==> config.mk <==
export PLATFORM = sky130hd
export DESIGN_NAME = pc_fetch_unit
export DESIGN_NICKNAME = d
export VERILOG_FILES = /design/src/rtl/pc_fetch_unit.sv
export SDC_FILE = /design/constraint.sdc
export NUM_CORES = 1
export LEC_CHECK = 0
export BUFFER_PORTS_ARGS = -buffer_cell sky130_fd_sc_hd__buf_2
export CORE_MARGIN = 1.5
export CORE_UTILIZATION = 43
export DETAILED_ROUTE_END_ITERATION = 6
export GPL_TIMING_DRIVEN = 0
export PLACE_DENSITY = 0.75
export SETUP_SLACK_MARGIN = 0.3
export SKIP_CTS_REPAIR_TIMING = 1
export SLEW_MARGIN = 10
export SYNTH_ARGS = -nofsm -noshare
export SYNTH_HDL_FRONTEND = slang
export SYNTH_SLANG_ARGS = --single-unit
==> constraint.sdc <==
create_clock -name clk -period 1.5 [get_ports clk]
set_clock_uncertainty 0.05 [all_clocks]
set_input_delay 0.15 -clock clk [delete_from_list [all_inputs] [get_ports clk]]
set_output_delay 0.15 -clock clk [all_outputs]
set_load 0.01 [all_outputs]
==> src/rtl/pc_fetch_unit.sv <==
// Instruction fetch front end: owns the PC, issues one imem read at a time,
// and holds the returned word for decode. Redirects cancel any in-flight fetch.
module pc_fetch_unit #(
  parameter logic [31:0] RESET_PC = 32'h0000_0000
) (
  input  logic        clk,
  input  logic        rst_n,
  input  logic [31:0] pcNext,
  input  logic        redirect,
  output logic [31:0] pcPlusFour,
  output logic        imemReq,
  output logic [31:0] imemAddr,
  input  logic        imemGnt,
  input  logic        imemRvalid,
  input  logic [31:0] imemRdata,
  output logic        ifValid,
  output logic [31:0] ifPc,
  output logic [31:0] ifInstr,
  input  logic        idReady,
  output logic        fetchErr
);

  typedef enum logic [2:0] {IDLE, REQ, WAIT, HOLD, ERR} stateT;

  stateT       state;
  stateT       stateNext;
  logic [31:0] pc;
  logic [31:0] pcD;
  logic        drop;
  logic        dropD;
  logic        loadPc;
  logic        capture;
  logic        misaligned;

  assign imemAddr   = pc;
  assign pcPlusFour = pc + 32'd4;
  assign misaligned = (pcNext[1:0] != 2'b00);

  always_comb begin
    stateNext = state;
    pcD       = pc;
    dropD     = drop;
    loadPc    = 1'b0;
    capture   = 1'b0;
    imemReq   = 1'b0;
    ifValid   = 1'b0;
    unique case (state)
      IDLE: stateNext = REQ;
      REQ: begin
        imemReq = 1'b1;
        loadPc  = redirect;
        if (imemGnt) begin
          stateNext = WAIT;
          dropD     = redirect;
        end
      end
      WAIT: begin
        if (redirect) begin
          loadPc = 1'b1;
          dropD  = 1'b1;
        end
        // A word that returns under a redirect (now or earlier) is stale.
        if (imemRvalid) begin
          dropD     = 1'b0;
          stateNext = REQ;
          if (!drop && !redirect) begin
            capture   = 1'b1;
            stateNext = HOLD;
          end
        end
      end
      HOLD: begin
        ifValid = 1'b1;
        if (redirect || idReady) begin
          loadPc    = 1'b1;
          stateNext = REQ;
        end
      end
      ERR: stateNext = ERR;
      default: stateNext = IDLE;
    endcase
    if (loadPc) begin
      pcD = pcNext;
      if (misaligned) stateNext = ERR;
    end
  end

  always_ff @(posedge clk or negedge rst_n) begin
    if (!rst_n) begin
      state    <= IDLE;
      pc       <= RESET_PC;
      drop     <= 1'b0;
      fetchErr <= 1'b0;
      ifPc     <= 32'h0;
      ifInstr  <= 32'h0;
    end else begin
      state <= stateNext;
      pc    <= pcD;
      drop  <= dropD;
      if (loadPc && misaligned) fetchErr <= 1'b1;
      if (capture) begin
        ifPc    <= pc;
        ifInstr <= imemRdata;
      end
    end
  end

endmodule

==> flow_metrics.tcl, run 1 <==
set metrics [dict create \
    status "finished, violations left" \
    failed_checks "negative hold slack, negative setup slack" \
    fin_util 0.785 \
    place_area_mm2 0.00611 \
    cts_buffers 9 \
    cts_buffer_depth 2 \
    synth_edf_count 0 \
    dp_hpwl_mm 8.26 \
    drt-total-wl_mm 14.6 \
    vdd_drop_max_v 0.00108 \
    track_usage 0.205 \
    total_power_mw 15.1 \
    syn_to_final_growth_pct 79.2 \
    register_area_mm2 0.00256 \
    cp_top_family "simple AND/OR/NAND/NOR gates" \
    antenna_left 0 \
    maxCapViolations 0 \
    io_pins 201 \
    crit_type "reg2out" \
    synthesis.area_mm2 0.00446 \
    max-slew-margin-rel 0.471 \
    synth_top_area_share 0.566 \
    cpPeakStageDelay_ps 440 \
    placed_cells 666 \
    setup_tns_ps -25470 \
    hold_slack_ps -197 \
    required_ps 1300 \
    layout-drive-gt1-share 0.697 \
    drc_errors 0 \
    dr.pass1.iters 4 \
    synth_seq_area_share 0.566 \
    path_buf_inv 3 \
    path_cells "nand3_2 > or3_4 > buf_12 > buf_8 > nor2_4 > xor2_2 > buf_2" \
    clkSinkCount 101 \
    async_flop_share 1.00 \
    power.density_mw_per_mm2 1890 \
    synth_cells 329 \
    portBuffers 200 \
    timing.fmax_mhz 441 \
    cts_htree_levels 3 \
    pre_cts_ws_ps -514 \
    layout_setup_ws_ps -769 \
    synth.area.top_cells "dfrtp_1 57%, mux2_2 23%, xor2_1 3.1%" \
    ys_seq_elements 101 \
    post-route-min-period_ps 2270 \
    clk_pin_slew_ps 100 \
    cts_tree "done" \
    clk_latency_ps 370 \
    cts_root_buf "clkbuf_8" \
    cp.arrival_ps 2070 \
    antenna_found_initial 0 \
    synth.largest_area_cell "dfrtp_1" \
    avgSynthCellArea_um2 13.6 \
    synth-main-ff-cell "dfrtp_1" \
    postLayoutCellArea_mm2 0.00800 \
    wl_per_cell_um 17.9 \
    ys_warn_count 0 \
    synthTopCellsByCount "101 x dfrtp_1, 92 x mux2_2, 18 x nand2_1" \
    crit_fanout 7 \
    instances_no_fill 813 \
    nFillCells 615 \
    slowest_stage "or3_4" \
    num-nets-final 743 \
    row_count 37 \
    die_h_um 105 \
    synthMostInstantiatedCell "dfrtp_1" \
    cp-start-kind "register" \
    tightest_slew_ps 793 \
    num_vias 4096 \
    drv_slew 0 \
    grt_pass1_vias 3463 \
    grt_max_degree 61 \
    fin_crit_sh 1.51 \
    grt_overflow 0 \
    end_kind "output pin" \
    start_util 0.438 \
    dieArea_mm2 0.0110 \
    coreArea_mm2 0.0102 \
    synth_cell_type_count 38 \
    grt_first_pass_wirelength_mm 17.7 \
    die-width_um 105 \
    place.gp.congestion 0.788 \
    multiInputGateArea_mm2 0.00230 \
    p_leak_nw 4.08 \
    hold_violations 59 \
    antenna_cells 0 \
    drt_iter0_drc 166 \
    min_path_type "in2async" \
    viasPerCell 5.04 \
    syn_nets 400 \
    setup_viol 121 \
    grt_setup_unrepaired "yes" \
]
sequential cells by signal, indices dropped and copies added, names as in the netlist:
register and count:
ifInstr 32, ifPc 32, imemAddr 32, state 3, drop 1, fetchErr 1
kinds of logic after synthesis:
family / after synthesis / share of synthesized area
flops: 101 / 0.566
mux: 92 / 0.232
simple gates: 76 / 0.103
xor+xnor: 28 / 0.0549
buf+inv: 18 / 0.0219
compound gates: 13 / 0.0193
fa+ha+maj: 1 / 0.00280
path summary, 6_finish.rpt:
check                                             start                        to  slack [ps]  cells past startpoint
worst max-delay path            imemAddr[2]$_DFFE_PN0P_            pcPlusFour[13]        -770                      7
worst min-delay path                              rst_n      ifPc[16]$_DFFE_PN0P_        -200                      1
worst max register to register       state[0]$_DFF_PN0_  imemAddr[14]$_DFFE_PN0P_        -140                      6
worst min register to register      ifPc[2]$_DFFE_PN0P_       ifPc[2]$_DFFE_PN0P_         450                      2
max in group asynchronous                         rst_n  imemAddr[24]$_DFFE_PN0P_         880                      2
min in group clk                                idReady        state[1]$_DFF_PN0_         110                      4
report_power, final:
group          internal (mW)  switching (mW)  total, mW
clock                  0.661           0.980       1.64
sequential              4.04            1.29       5.33
combinational           4.72            3.46       8.18
total                   9.43            5.72       15.1
final cells by class:
class	instances	share of cell area
Inverter	2	0.000939
Buffer	16	0.0294
Timing Repair Buffer	332	0.318
Clock inverter	4	0.00407
Clock buffer	12	0.0181
Multi-Input combinational cell	210	0.288
Tap cell	136	0.0213
Sequential cell	101	0.321
metal layers:
| metal | track usage | wire [um] |
|---|---|---|
| met1 | 0.265 | 5670 |
| met2 | 0.335 | 7770 |
| met3 | 0.0580 | 830 |
| met4 | 0.0626 | 296 |
| met5 | 0 | 0 |
cell usage in the layout (no fill, tap or decap), drive strengths merged, types with 2 or more instances in the layout:
cell | Yosys | final
clkbuf | 0 | 18
o21ai | 5 | 5
nand4b | 2 | 2
inv | 2 | 3
xor2 | 16 | 16
dfrtp | 101 | 101
nor3 | 5 | 5
clkinvlp | 0 | 2
buf | 16 | 277
nor2b | 2 | 2
dlygate4sd3 | 0 | 65
a32oi | 2 | 2
nand2 | 18 | 18
a21o | 2 | 2
nand2b | 2 | 2
and3 | 3 | 3
and4 | 4 | 4
and2 | 2 | 2
mux2 | 92 | 92
xnor2 | 12 | 12
nand4 | 6 | 6
nor4 | 5 | 5
nand3 | 14 | 14
nor2 | 11 | 11
Note: power is estimated with default switching activity, not from simulation.
==> run 2, diff against run 1 <==
--- a/config.mk
+++ b/config.mk
@@ -10,7 +10,8 @@
 export CORE_UTILIZATION = 43
 export DETAILED_ROUTE_END_ITERATION = 6
 export GPL_TIMING_DRIVEN = 0
-export PLACE_DENSITY = 0.75
+export HOLD_SLACK_MARGIN = 0.12
+export PLACE_DENSITY = 0.77
 export SETUP_SLACK_MARGIN = 0.3
 export SKIP_CTS_REPAIR_TIMING = 1
 export SLEW_MARGIN = 10
==> run 2 against run 1 <==
  * The flow still finishes with violations (negative hold slack, negative setup slack)
  * Critical path type unchanged
  * Final area grew 2.6%
  * Critical endpoint is now pcPlusFour[21]
  * Non-clock buffer count up 12
  * Power grew 5.8%
  * Largest power group unchanged
==> flow_metrics.tcl, run 2 (same netlist as run 1, synthesis figures left out) <==
set metrics [dict create \
    grt_overflow 0 \
    max-slew-margin-rel 0.712 \
    final_common_cell "buf_2" \
    num-nets-final 755 \
    layout-drive-gt1-share 0.707 \
    layout_setup_ws_ps -906 \
    drv_slew 0 \
    register_area_mm2 0.00256 \
    antenna_cells 0 \
    vdd_drop_max_v 0.000968 \
    place.gp.congestion 0.783 \
    syn_to_final_growth_pct 83.8 \
    status "finished, violations left" \
    tightest_slew_ps 432 \
    failed_checks "negative hold slack, negative setup slack" \
    crit_fanout 6 \
    end_kind "output pin" \
    rrSetupSlack_ps -160 \
    total_power_mw 16.0 \
    antenna_left 0 \
    start_util 0.438 \
    clkSinkCount 101 \
    dr.pass1.iters 6 \
    r2r_end "ifPc[16]$_DFFE_PN0P_" \
    timing.fmax_mhz 416 \
    place_area_mm2 0.00613 \
    io_pins 201 \
    layout_common_cells "179 x buf_2, 73 x dfrtp_1, 66 x dlygate4sd3_1, 62 x mux2_2, 48 x buf_4" \
    cts_buffer_depth 2 \
    grt_max_degree 38 \
    power.density_mw_per_mm2 1950 \
    die-width_um 105 \
    dieArea_mm2 0.0110 \
    postLayoutCellArea_mm2 0.00820 \
    cts_root_buf "clkbuf_8" \
    multiInputGateArea_mm2 0.00235 \
    cp.arrival_ps 2210 \
    num_vias 4200 \
    portBuffers 200 \
    row_count 37 \
    p_leak_nw 4.19 \
    cts_htree_levels 3 \
    drt-total-wl_mm 15.6 \
    grt_pass1_vias 3541 \
    wl_per_cell_um 19.0 \
    nFillCells 579 \
    drt_iter0_drc 130 \
    hold_slack_ps -327 \
    grt_setup_unrepaired "yes" \
    drc_errors 0 \
    clk_pin_slew_ps 100 \
    post-route-min-period_ps 2410 \
    clk_latency_ps 360 \
    cts_tree "done" \
    r2r_cells 6 \
    hold_violations 30 \
    maxCapViolations 0 \
    viasPerCell 5.09 \
    die_h_um 105 \
    reg2reg_from "state[0]$_DFF_PN0_" \
    cp-start-kind "register" \
    cts_buffers 9 \
    min_path_type "in2async" \
    crit_type "reg2out" \
    coreArea_mm2 0.0102 \
    antenna_found_initial 0 \
    track_usage 0.203 \
    setup_viol 118 \
    required_ps 1300 \
    dp_hpwl_mm 8.60 \
    fin_crit_sh 1.60 \
    grt_first_pass_wirelength_mm 17.7 \
]
## run 2: cell count changes in the layout (fill, tap and decap cells not counted), moves of 3 or more
cell     change
nor2_4       +3
buf_2        +3
nand3_4      +3
buf_4       +11
buf_6        -4
## run 2: where the power goes
group	leakage (nW)	switching (mW)	internal, mW
Sequential	1.25	1.40	4.04
Clock	0.113	0.999	1.00
Combinational	2.83	3.63	4.96
Total	4.19	6.02	10.0
## run 2: layout make-up
cell class,instances,share of cell area
Multi-Input combinational cell,210,0.287
Inverter,2,0.00122
Buffer,16,0.0287
Timing Repair Buffer,344,0.322
Clock buffer,10,0.0168
Clock inverter,6,0.0114
Tap cell,136,0.0207
Sequential cell,101,0.312
## run 2: metal layers
layer	vias up	wire [um]	GRT usage
met4	0	430	0.0675
met2	198	8520	0.347
met1	2091	5880	0.258
met5	-	0	0
met3	38	820	0.0393
li1	1873	-	-
## run 2: critical path, cell delays in order, from the launching register on
cell and delay (ps):
dfrtp_1 390, buf_6 140, nand4_4 90, or3_4 410, buf_4 160, nor4_4 170
xor2_1 290, buf_2 200
## run 2: worst max path at each step
stage                        startpoint                  to  slack (ps)  cells past startpoint
6_report        imemAddr[5]$_DFFE_PN0P_      pcPlusFour[21]        -910                      7
5_1_grt         imemAddr[5]$_DFFE_PN0P_      pcPlusFour[21]       -1000                      7
4_1_cts        imemAddr[19]$_DFFE_PN0P_      pcPlusFour[31]        -970                      5
3_5_place_dp   imemAddr[18]$_DFFE_PN0P_      pcPlusFour[31]        -570                      5
3_3_place_gp                      rst_n  state[0]$_DFF_PN0_        -990                      1
2_1_floorplan  imemAddr[18]$_DFFE_PN0P_      pcPlusFour[31]        -330                      4
## run 2: through the flow
| step | instances | TNS [ps] | util | hold WS, ps | setup slack [ps] |
|---|---|---|---|---|---|
| after floorplan | 329 | -5470 | - | -196 | -329 |
| after CTS | 683 | -38410 | 0.625 | -337 | -971 |
| after global placement | 665 | -107150 | 0.598 | 319 | -988 |
| after detailed placement | 667 | -27150 | 0.602 | 58.4 | -572 |
| final | 825 | -27500 | 0.806 | -327 | -906 |
| after global routing | 825 | -35550 | 0.806 | -329 | -1000 |
